### config.mk
export PLATFORM = sky130hd
export DESIGN_NAME = proj_slot_arbiter
export DESIGN_NICKNAME = d
export VERILOG_FILES = /design/src/rtl/proj_slot_arbiter.sv
export SDC_FILE = /design/constraint.sdc
export NUM_CORES = 1
export LEC_CHECK = 0
export BUFFER_PORTS_ARGS = -buffer_cell sky130_fd_sc_hd__buf_2
export CORE_MARGIN = 5
export CORE_UTILIZATION = 54
export CTS_BUF_LIST = sky130_fd_sc_hd__clkbuf_4 sky130_fd_sc_hd__clkbuf_8
export DETAILED_ROUTE_END_ITERATION = 16
export PLACE_DENSITY = 0.86
export SLEW_MARGIN = 20
export SYNTH_ARGS = -nofsm -noshare
export SYNTH_HDL_FRONTEND = slang
export SYNTH_SLANG_ARGS = --single-unit
### constraint.sdc
create_clock -name clk_master -period 2 [get_ports clk_master]
set_input_delay 0.1 -clock clk_master [delete_from_list [all_inputs] [get_ports clk_master]]
set_output_delay 0.1 -clock clk_master [all_outputs]
set_load 0.02 [all_outputs]
### src/rtl/proj_slot_arbiter.sv
// proj_slot_arbiter
// Allocates on-screen projectile slots between the boss burst sequencer and
// the player fire logic. One grant per clock, round-robin between the two
// requesters, lowest free slot first. Slots are handed back via slot_release.
`timescale 1ns/1ps

module proj_slot_arbiter #(
  parameter int NUM_SLOTS = 8,
  parameter int SLOT_W    = 3,
  parameter int BURST_MAX = 5
) (
  input  logic                 clk_master,
  input  logic                 rst_n,
  input  logic                 boss_req,
  input  logic [2:0]           boss_count,
  input  logic                 player_req,
  input  logic [NUM_SLOTS-1:0] slot_release,
  output logic                 grant_valid,
  output logic                 grant_owner,
  output logic [SLOT_W-1:0]    grant_slot,
  output logic [2:0]           grant_idx,
  output logic [NUM_SLOTS-1:0] slot_busy,
  output logic [NUM_SLOTS-1:0] slot_owner,
  output logic                 boss_busy,
  output logic                 boss_drop,
  output logic                 player_drop,
  output logic                 boss_overrun
);

  typedef enum logic [0:0] {
    ST_IDLE  = 1'b0,
    ST_BURST = 1'b1
  } state_t;

  localparam logic OWNER_BOSS   = 1'b0;
  localparam logic OWNER_PLAYER = 1'b1;
  localparam logic [2:0] BURST_MAX_C = 3'(BURST_MAX);
  localparam logic [NUM_SLOTS-1:0] ONE_HOT_BASE = {{(NUM_SLOTS-1){1'b0}}, 1'b1};

  state_t                state_r;
  logic [2:0]            burst_rem_r;
  logic [2:0]            burst_idx_r;
  logic                  player_pend_r;
  logic                  last_grant_r;

  logic                  boss_cand_s;
  logic                  player_cand_s;
  logic                  player_wins_s;
  logic                  boss_wins_s;
  logic                  free_found_s;
  logic [SLOT_W-1:0]     free_slot_s;
  logic [NUM_SLOTS-1:0]  grant_mask_s;
  logic [NUM_SLOTS-1:0]  busy_next_s;
  logic [NUM_SLOTS-1:0]  owner_next_s;
  logic [2:0]            burst_load_s;

  // Lowest-index slot whose busy bit is clear (0 when none is free).
  function automatic logic [SLOT_W-1:0] lowest_free(input logic [NUM_SLOTS-1:0] busy);
    logic [SLOT_W-1:0] idx;
    idx = {SLOT_W{1'b0}};
    for (int i = NUM_SLOTS - 1; i >= 0; i--) begin
      if (!busy[i]) begin
        idx = SLOT_W'(i);
      end else begin
        idx = idx;
      end
    end
    return idx;
  endfunction

  // Arbitration, free-slot search and next occupancy/ownership maps.
  always_comb begin
    boss_cand_s   = (state_r == ST_BURST) && (burst_rem_r != 3'd0);
    player_cand_s = player_pend_r;
    // Player wins when alone, or on a tie when the boss was granted last.
    if (player_cand_s && (!boss_cand_s || (last_grant_r == OWNER_BOSS))) begin
      player_wins_s = 1'b1;
    end else begin
      player_wins_s = 1'b0;
    end
    boss_wins_s  = boss_cand_s && !player_wins_s;
    free_found_s = ~(&slot_busy);
    free_slot_s  = lowest_free(slot_busy);
    if ((boss_wins_s || player_wins_s) && free_found_s) begin
      grant_mask_s = ONE_HOT_BASE << free_slot_s;
    end else begin
      grant_mask_s = {NUM_SLOTS{1'b0}};
    end
    // Release clears at this edge; the allocator only ever picks a slot that
    // was already free, so a grant and a release never target the same bit.
    busy_next_s = (slot_busy & ~slot_release) | grant_mask_s;
    if (player_wins_s) begin
      owner_next_s = slot_owner | grant_mask_s;
    end else begin
      owner_next_s = slot_owner & ~grant_mask_s;
    end
    if (boss_count > BURST_MAX_C) begin
      burst_load_s = BURST_MAX_C;
    end else begin
      burst_load_s = boss_count;
    end
  end

  // Burst FSM, pending-shot flag, round-robin pointer and all registered outputs.
  always_ff @(posedge clk_master or negedge rst_n) begin
    if (!rst_n) begin
      state_r       <= ST_IDLE;
      burst_rem_r   <= 3'd0;
      burst_idx_r   <= 3'd0;
      player_pend_r <= 1'b0;
      last_grant_r  <= OWNER_PLAYER;
      grant_valid   <= 1'b0;
      grant_owner   <= 1'b0;
      grant_slot    <= {SLOT_W{1'b0}};
      grant_idx     <= 3'd0;
      slot_busy     <= {NUM_SLOTS{1'b0}};
      slot_owner    <= {NUM_SLOTS{1'b0}};
      boss_busy     <= 1'b0;
      boss_drop     <= 1'b0;
      player_drop   <= 1'b0;
      boss_overrun  <= 1'b0;
    end else begin
      grant_valid  <= 1'b0;
      grant_owner  <= 1'b0;
      grant_slot   <= {SLOT_W{1'b0}};
      grant_idx    <= 3'd0;
      boss_drop    <= 1'b0;
      player_drop  <= 1'b0;
      boss_overrun <= 1'b0;
      slot_busy    <= busy_next_s;
      slot_owner   <= owner_next_s;

      case (state_r)
        ST_IDLE: begin
          if (boss_req && (boss_count != 3'd0)) begin
            burst_rem_r <= burst_load_s;
            burst_idx_r <= 3'd0;
            state_r     <= ST_BURST;
            boss_busy   <= 1'b1;
          end else begin
            state_r     <= ST_IDLE;
            boss_busy   <= 1'b0;
          end
        end
        ST_BURST: begin
          if (boss_req) begin
            boss_overrun <= 1'b1;
          end else begin
            boss_overrun <= 1'b0;
          end
          if (boss_wins_s) begin
            last_grant_r <= OWNER_BOSS;
            if (free_found_s) begin
              grant_valid <= 1'b1;
              grant_owner <= OWNER_BOSS;
              grant_slot  <= free_slot_s;
              grant_idx   <= burst_idx_r;
              burst_idx_r <= burst_idx_r + 3'd1;
              burst_rem_r <= burst_rem_r - 3'd1;
              if (burst_rem_r == 3'd1) begin
                state_r   <= ST_IDLE;
                boss_busy <= 1'b0;
              end else begin
                state_r   <= ST_BURST;
              end
            end else begin
              // Pool full: discard the remainder of the burst.
              boss_drop   <= 1'b1;
              burst_rem_r <= 3'd0;
              state_r     <= ST_IDLE;
              boss_busy   <= 1'b0;
            end
          end else if (burst_rem_r == 3'd0) begin
            state_r   <= ST_IDLE;
            boss_busy <= 1'b0;
          end else begin
            state_r   <= ST_BURST;
          end
        end
        default: begin
          state_r     <= ST_IDLE;
          burst_rem_r <= 3'd0;
          boss_busy   <= 1'b0;
        end
      endcase

      // A serviced shot clears the flag; a request landing that same cycle merges.
      if (player_wins_s) begin
        player_pend_r <= 1'b0;
        last_grant_r  <= OWNER_PLAYER;
        if (free_found_s) begin
          grant_valid <= 1'b1;
          grant_owner <= OWNER_PLAYER;
          grant_slot  <= free_slot_s;
          grant_idx   <= 3'd0;
        end else begin
          player_drop <= 1'b1;
        end
      end else begin
        player_pend_r <= player_pend_r | player_req;
      end
    end
  end

endmodule

==> metrics.md, run 1 <==
| Metric | Value |
|---|---|
| # fillers | 224 |
| Syn Inst Count | 145 |
| Remaining DRCs | 0 |
| Area post-placement | 0.00189 mm² |
| Number of flops mapped to enable cells by yosys | 0 |
| Met1 GRT Util | 19.6% |
| Total I/O pin count | 43 |
| Layer with the highest usage | met2 |
| Final min period | 1880 ps |
| Worst slew pin tran | 790 ps |
| Initial antenna violation count | 0 |
| Placed cell count | 220 |
| Total wire length | 3490 µm |
| Via density | 5.29 |
| Clock skew | 8.98 ps |
| Clock insertion delay at the later pin of the skew report | 340 ps |
| Vias in the first global route | 1411 |
| Max-Cap Viols | 0 |
| CP Launch Type | register |
| Minimum hold slack | 25.2 ps |
| Status | finished clean |
| HPWL Detailed | 2620 µm |
| Finished Layout Cells | 238 |
| Post-route setup TNS | 0 ps |
| Routing usage on met2 | 35.2% |
| CTS tree | built |
| Fraction of layout cells with a size suffix above 1 | 30.2% |
| H-tree depth | 2 |
| Post-route design area | 0.00208 mm² |
| Total GRT Usage | 19.0% |
| Post-synthesis mux area share | 6.67% |
| Avg Cell Area, Syn | 11.3 µm² |
| Largest net degree at the start of global routing | 38 |
| Synth warnings | 0 |
| Sequential area share after synthesis | 56.8% |
| CTS Sinks | 37 |
| Fin worst setup slack | 124 ps |
| Power, Total | 3.04 mW |
| Final setup violation count | 0 |
| Iteration-0 DRC count of the detailed router | 43 |
| Static leakage | 1.05 nW |
| Clock root buffer | clkbuf_4 |
| Power density over the cells | 1460 mW/mm² |
| Worst Path Required | 2240 ps |
| Compound-cell area share of the yosys netlist | 12.5% |
| Mapped Area | 0.00163 mm² |
| Post-route ant nets | 0 |
| Num CTS Buffers | 5 |
| Critical path arrival | 2120 ps |
| Worst Hold Class | in2reg |
| Fmax | 533 MHz |
| Dpl ws | 147 ps |
| Synth Area in Adders | 3.07% |
| Met3 usage | 6.93% |
| DIE WIDTH | 65.0 µm |
| Register bit total from synthesis | 37 |
| Syn Nets | 164 |
| Netlist cell types | 42 |
| Simple logic cell fraction of the synthesized area | 17.1% |
| Worst setup path class | reg2reg |
| Die Area | 0.00422 mm² |
| Final max-slew violation count | 0 |
| Synth Flop Type | dfrtp_1 |
| CP max FO | 9 |
| Largest family of logic cells by synthesized area | simple AND/OR/NAND/NOR gates |
| Worst r2r src | burst_rem_r[0]$_DFFE_PN0P_ |
| Most frequent cells in the layout | buf_2 (42), dfrtp_1 (36), inv_1 (12) |
| Max IR drop VDD | 0.891 mV |
| Die Ht | 65.0 µm |
| Xor and xnor area share after synthesis | 0.537% |
| GPL Wtd Cong | 0.798 |
| Max Root-Sink Buffers | 2 |
| Avg WL per Cell | 14.7 µm |
| Final Hold Viols | 0 |
| Crit path from | burst_rem_r[0]$_DFFE_PN0P_ |
| N_diodes | 0 |
| RSZ-0062 raised after global routing | false |
| Period utilization | 93.8% |
| # nets final | 223 |
| DR vias | 1259 |
| Max_slew headroom | 47.4% |
| Std cell rows | 20 |
| Final cell utilization of the core | 69.8% |
| Commonest non-fill, non-tap cell in the layout | buf_2 |
| Core region area | 0.00298 mm² |
| Crit path capture type | register |
| Post-cts sizing count | 0 |
| Reg2reg path depth | 7 |
| FFs w/ async S/R, synth | 100% |
| Reg clk slew, reported paths | 110 ps |
| Initial Util | 54.8% |
| Grt ovf | 0 |
| First-pass GRT wire length | 6170 µm |
| Port Buffers | 42 |
| DRT Pass-1 Iters | 4 |
| R2r setup slk | 120 ps |
| Area growth, synth to finish | 27.4% |
-- metal layers --
metal	up-vias	routed length, µm
met2	40	1840
met5	-	0
li1	620	-
met3	6	254
met4	0	50
met1	593	1350
-- layout make-up --
type	count	area, µm²	area share, %
repair buffers	54	325	15.7
clock buffers	7	58.8	2.83
clock inverters	1	30.0	1.44
well taps	33	41.3	1.99
inverters	12	45.0	2.17
flip-flops and latches	37	927	44.6
multi-input cells	94	651	31.3
-- worst max-delay path, cell delays in order, from the launching register on --
cell	delay, ps
dfrtp_1	370
inv_1	90
ha_1	240
nand2b_4	110
a21oi_4	100
or2_1	260
nor3_1	230
mux2_2	370
-- cell usage after synthesis, drive strengths merged (2+ instances only) --
library cell / count / area, µm²
and2: 5 / 31.3
o21bai: 3 / 22.5
mux2i: 3 / 30.0
nand3: 4 / 20.0
nor2: 11 / 41.3
nand2: 11 / 43.8
nand3b: 2 / 15.0
nand4: 2 / 12.5
nand2b: 3 / 26.3
inv: 12 / 45.0
dfrtp: 36 / 901
o21ai: 9 / 45.0
nor3: 4 / 25.0
ha: 4 / 50.1
nor3b: 2 / 15.0
mux2: 7 / 78.8
or3: 2 / 12.5
a21oi: 7 / 46.3
-- cells by family after synthesis --
logic type,after synthesis
DFF,37
AOI/OAI and AO/OA,30
adders and majority gates,4
muxes,10
and+or+nand+nor,49
xor gates and xnor gates,1
buffers and inverters,14
-- what timing repair did --
item                                   CTS  global route
setup buffers                            0             0
endpoints found under the hold margin   45             0
hold buffers                            10             0
-- worst min path at each step --
stage	start	endpoint	slack, ps	cells past startpoint
global route	slot_release[1]	slot_busy[1]$_DFF_PN0_	20	3
finish	slot_release[1]	slot_busy[1]$_DFF_PN0_	30	3
CTS	slot_release[1]	slot_busy[1]$_DFF_PN0_	7	3
global placement	rst_n	burst_rem_r[2]$_DFFE_PN0P_	210	1
detailed placement	rst_n	boss_overrun$_DFF_PN0_	230	1
floorplan	rst_n	async pin	-200	0
-- power breakdown --
group	total, mW	leakage, nW	internal, mW	switching [mW]
Combinational	1.28	0.523	0.515	0.765
Clock	0.552	0.0489	0.312	0.240
Sequential	1.21	0.476	1.01	0.198
Note: power is estimated with default switching activity, not from simulation.
==> inputs of run 2 (changes only) <==
- BUFFER_PORTS_ARGS: -buffer_cell sky130_fd_sc_hd__buf_2 -> -buffer_cell sky130_fd_sc_hd__clkbuf_2
==> metrics.md, run 2 (synthesized netlist as in run 1, its figures left out) <==
| Metric | Value |
|---|---|
| Status | finished clean |
| H-tree depth | 2 |
| CTS tree | built |
| Critical path arrival | 2150 ps |
| Core region area | 0.00298 mm² |
| First-pass GRT wire length | 6150 µm |
| Crit path capture type | register |
| Placed cell count | 220 |
| Post-route setup TNS | 0 ps |
| Routing usage on met2 | 35.0% |
| Sw Share | 40.6% |
| Worst setup path class | reg2reg |
| Max Root-Sink Buffers | 2 |
| Worst Path Required | 2240 ps |
| Std cell rows | 20 |
| Final Hold Viols | 0 |
| N_diodes | 0 |
| # nets final | 225 |
| Initial antenna violation count | 0 |
| DR vias | 1295 |
| Fmax | 525 MHz |
| CP cell instances | inv_1 > ha_2 > nand2b_4 > a21oi_4 > nor4b_4 > nand3b_1 > mux2_4 |
| CP Launch Type | register |
| Grt ovf | 0 |
| # fillers | 221 |
| Vias in the first global route | 1349 |
| Comb pwr share | 42.6% |
| Clock root buffer | clkbuf_4 |
| Post-route ant nets | 0 |
| Delay-heaviest family, CP | simple AND/OR/NAND/NOR gates |
| DRT Pass-1 Iters | 4 |
| Initial Util | 54.8% |
| Final setup violation count | 0 |
| Reg clk slew, reported paths | 110 ps |
| Via density | 5.40 |
| Total I/O pin count | 43 |
| Internal power | 1.84 mW |
| Fraction of layout cells with a size suffix above 1 | 31.9% |
| Avg WL per Cell | 14.9 µm |
| Total GRT Usage | 19.4% |
| Final min period | 1910 ps |
| Power density over the cells | 1470 mW/mm² |
| Seq pwr share | 39.4% |
| Max IR drop VDD | 0.909 mV |
| Most frequent cells in the layout | clkbuf_2 (42), dfrtp_1 (36), inv_1 (12) |
| Finished Layout Cells | 240 |
| Final max-slew violation count | 0 |
| Total wire length | 3580 µm |
| Max_slew headroom | 40.2% |
| Max-Cap Viols | 0 |
| Clock insertion delay at the later pin of the skew report | 350 ps |
| Remaining DRCs | 0 |
| Die Ht | 65.0 µm |
| Period utilization | 95.3% |
| Layer with the highest usage | met2 |
| Static leakage | 1.04 nW |
| Met1 GRT Util | 21.2% |
| CTS Sinks | 37 |
| Clock group share of total power | 18.0% |
| HPWL Detailed | 2550 µm |
| Die Area | 0.00422 mm² |
| Worst slew pin tran | 897 ps |
| Worst Hold Class | in2reg |
| Critical-path top delay cell | nor4b_4 |
| CP max FO | 9 |
| DIE WIDTH | 65.0 µm |
| Area growth, synth to finish | 29.1% |
| Iteration-0 DRC count of the detailed router | 44 |
| P_sw | 1.26 mW |
| Largest net degree at the start of global routing | 38 |
| Met3 usage | 6.76% |
| Num CTS Buffers | 5 |
| GPL Wtd Cong | 0.808 |
| RSZ-0062 raised after global routing | false |
| Crit-path max cell delay | 410 ps |
| Port Buffers | 42 |
| WP buf/inv | 1 |
| Commonest non-fill, non-tap cell in the layout | clkbuf_2 |
| Clock skew | 5.20 ps |
[run 2: power groups by stage]
stage	clock [mW]	combinational, mW	sequential [mW]
global placement	0	1.23	1.21
finish	0.557	1.32	1.22
detailed placement	0	1.28	1.23
floorplan	0	0.736	1.37
global route	0.602	1.46	1.26
CTS	0.562	1.30	1.22
[run 2: worst paths after layout]
path	from	endpoint	slack, ps	depth (start not counted)
min reg2reg	burst_idx_r[0]$_DFFE_PN0P_	burst_idx_r[0]$_DFFE_PN0P_	520	1
max	burst_rem_r[0]$_DFFE_PN0P_	register	90	7
min	boss_count[2]	burst_rem_r[2]$_DFFE_PN0P_	70	3
min in group asynchronous	rst_n	burst_rem_r[2]$_DFFE_PN0P_	390	2
max reg2reg	burst_rem_r[0]$_DFFE_PN0P_	register	90	7
max in group asynchronous	rst_n	async pin	1060	2
[run 2: stage by stage]
| step | hold slack, ps | setup WS (ps) | total power, mW | utilization, % | instance area [µm²] |
|---|---|---|---|---|---|
| finish | 67.0 | 94.4 | 3.10 | 70.8 | 2110 |
| global route | 107 | 3.77 | 3.33 | 70.8 | 2110 |
| CTS | 55.1 | 96.9 | 3.08 | 70.1 | 2090 |
| detailed placement | 266 | 116 | 2.51 | 63.4 | 1890 |
| global placement | 246 | 247 | 2.44 | 63.4 | 1890 |
| floorplan | -196 | 322 | 2.10 | - | 1630 |
[run 2: tightest hold or removal path: stages]
cell      delay [ps]
clkbuf_2         110
nand4_1           90
o311ai_1          80
[run 2: final cells by class]
type / instances / area, µm² / share of cell area [%]
Tap cell: 33 / 41.3 / 1.96
Clock inverter: 2 / 37.5 / 1.78
Inverter: 12 / 45.0 / 2.14
Clock buffer: 6 / 51.3 / 2.43
Sequential cell: 37 / 927 / 44.0
Multi-Input combinational cell: 94 / 662 / 31.4
Timing Repair Buffer: 56 / 343 / 16.3
[run 2: what timing repair did]
| action | in CTS | in global routing |
|---|---|---|
| endpoints found under the setup margin | 0 | 2 |
| hold buffers | 11 | 0 |
| hold endpoints to repair | 46 | 0 |
| setup buffers | 0 | 1 |
| resized for setup | 0 | 3 |
[run 2: metal layers]
layer	wire [µm]	vias up	share of wire [%]
met3	226	11	6.3
met1	1450	617	40
met2	1830	43	51
met4	80	0	2.2
li1	-	624	-
met5	0	-	0
==> inputs of run 3 (changes only) <==
- MAX_ROUTING_LAYER: unset -> met4
==> metrics.md, run 3 (synthesized netlist as in run 1, its figures left out) <==
| Metric | Value |
|---|---|
| # nets final | 225 |
| Worst slew pin tran | 882 ps |
| RSZ-0062 raised after global routing | false |
| Total wire length | 3560 µm |
| DRT Pass-1 Iters | 4 |
| Internal power | 1.84 mW |
| DR vias | 1302 |
| Hold path depth | 3 |
| Power, Total | 3.09 mW |
| Max-Cap Viols | 0 |
| Vias in the first global route | 1352 |
| Commonest non-fill, non-tap cell in the layout | clkbuf_2 |
| P_sw | 1.25 mW |
| Num CTS Buffers | 5 |
| Status | finished clean |
| Worst Path Required | 2240 ps |
| Seq pwr share | 39.5% |
| Die Area | 0.00422 mm² |
| Fraction of layout cells with a size suffix above 1 | 31.9% |
| GPL Wtd Cong | 0.820 |
| Initial Util | 54.8% |
| Initial antenna violation count | 0 |
| Avg WL per Cell | 14.8 µm |
| Final setup violation count | 0 |
| Comb pwr share | 42.5% |
| Crit-path max cell delay | 410 ps |
| Placed cell count | 220 |
| CP cell instances | inv_1 > ha_2 > nand2b_4 > a21oi_4 > nor4b_4 > nand3b_1 > mux2_4 |
| Crit path capture type | register |
| Worst r2r src | burst_rem_r[0]$_DFFE_PN0P_ |
| Final cell utilization of the core | 70.8% |
| CP Launch Type | register |
| Largest net degree at the start of global routing | 38 |
| HPWL Detailed | 2550 µm |
| Area growth, synth to finish | 29.1% |
| Clock root buffer | clkbuf_4 |
| First-pass GRT wire length | 6160 µm |
| Critical path arrival | 2150 ps |
| Worst setup path class | reg2reg |
| Most frequent cells in the layout | clkbuf_2 (42), dfrtp_1 (36), inv_1 (12) |
| Met1 wire length | 1370 µm |
| Fmax | 525 MHz |
| Std cell rows | 20 |
| Reg2reg path depth | 7 |
| Grt ovf | 0 |
| Remaining DRCs | 0 |
| Post-route setup TNS | 0 ps |
| DR top layer | met4 |
| Period utilization | 95.2% |
| CTS tree | built |
| Clock insertion delay at the later pin of the skew report | 350 ps |
| Static leakage | 1.04 nW |
| Die Ht | 65.0 µm |
| Sw Share | 40.6% |
| Port Buffers | 42 |
| Core region area | 0.00298 mm² |
| Final Hold Viols | 0 |
| Final min period | 1900 ps |
| DIE WIDTH | 65.0 µm |
| R2r setup slk | 100 ps |
| Finished Layout Cells | 240 |
| Met3 Routed Length | 271 µm |
| Worst Hold Class | in2reg |
| Total GRT Usage | 20.0% |
| Power density over the cells | 1470 mW/mm² |
| Max IR drop VDD | 0.911 mV |
| CTS Sinks | 37 |
| Met2 WL | 1830 µm |
| Max_slew headroom | 41.2% |
| Post-route ant nets | 0 |
| Total I/O pin count | 43 |
| Final max-slew violation count | 0 |
| Reg clk slew, reported paths | 120 ps |
| Critical-path top delay cell | nor4b_4 |
| CP max FO | 9 |
| Iteration-0 DRC count of the detailed router | 43 |
| Via density | 5.43 |
| Clock group share of total power | 18.0% |
| Max Root-Sink Buffers | 2 |
| H-tree depth | 2 |
| Clock skew | 7.08 ps |
| N_diodes | 0 |
| Hold Path Sink | burst_rem_r[2]$_DFFE_PN0P_ |
| Hold_sp | boss_count[2] |
## run 3: cell counts in the layout (fill, tap and decap cells not counted)
Identical to the previous run, type by type.
## run 3: what timing repair did
action	4_1_cts	5_1_grt
hold endpoints to repair	46	0
endpoints found under the setup margin	0	2
gates resized for setup	0	3
buffers inserted	0	1
hold buffers	11	0
## run 3: layer usage
metal,global-route usage [%],vias to the layer above
met5,-,-
met4,6.33,0
met3,6.76,12
met2,35.0,50
met1,21.2,617
li1,-,623
## run 3: worst max-delay path, delay by kind of cell (launching register included)
kind	cells	cell delay, ps
AND/OR/NAND/NOR	3	690
flip-flops	1	370
multiplexers	1	330
adder cells (fa/ha/maj)	1	210
AO/OA/AOI/OAI	1	100
buffers and inverters	1	90
## run 3: metrics by stage
step / instance area, µm² / hold WS, ps / worst slack, ps
after floorplan: 1630 / -196 / 322
after global placement: 1890 / 246 / 247
after detailed placement: 1890 / 266 / 116
after CTS: 2090 / 55.1 / 96.9
after global routing: 2110 / 110 / 8.06
final: 2110 / 62.0 / 96.2
## run 3: layout make-up
type                    count  area (µm²)
repair buffers             56         343
clock buffers               6        51.3
flip-flops and latches     37         927
well taps                  33        41.3
fillers                   221         871
clock inverters             2        37.5
multi-input cells          94         662
inverters                  12        45.0
## run 3: how the worst max path moves through the flow
stage,start,end,slack (ps),cells past startpoint
final,burst_rem_r[0]$_DFFE_PN0P_,register,100,7
after global routing,burst_rem_r[0]$_DFFE_PN0P_,register,8,7
after CTS,burst_rem_r[0]$_DFFE_PN0P_,register,100,7
after detailed placement,burst_rem_r[0]$_DFFE_PN0P_,register,120,7
after global placement,burst_rem_r[0]$_DFFE_PN0P_,register,250,7
after floorplan,burst_rem_r[0]$_DFFE_PN0P_,register,320,7
## run 3: power groups by stage
| stage | clock network [mW] | logic, mW | registers [mW] |
|---|---|---|---|
| floorplan | 0 | 0.736 | 1.37 |
| global placement | 0 | 1.23 | 1.21 |
| detailed placement | 0 | 1.28 | 1.23 |
| CTS | 0.562 | 1.30 | 1.22 |
| global route | 0.599 | 1.46 | 1.26 |
| finish | 0.558 | 1.32 | 1.22 |
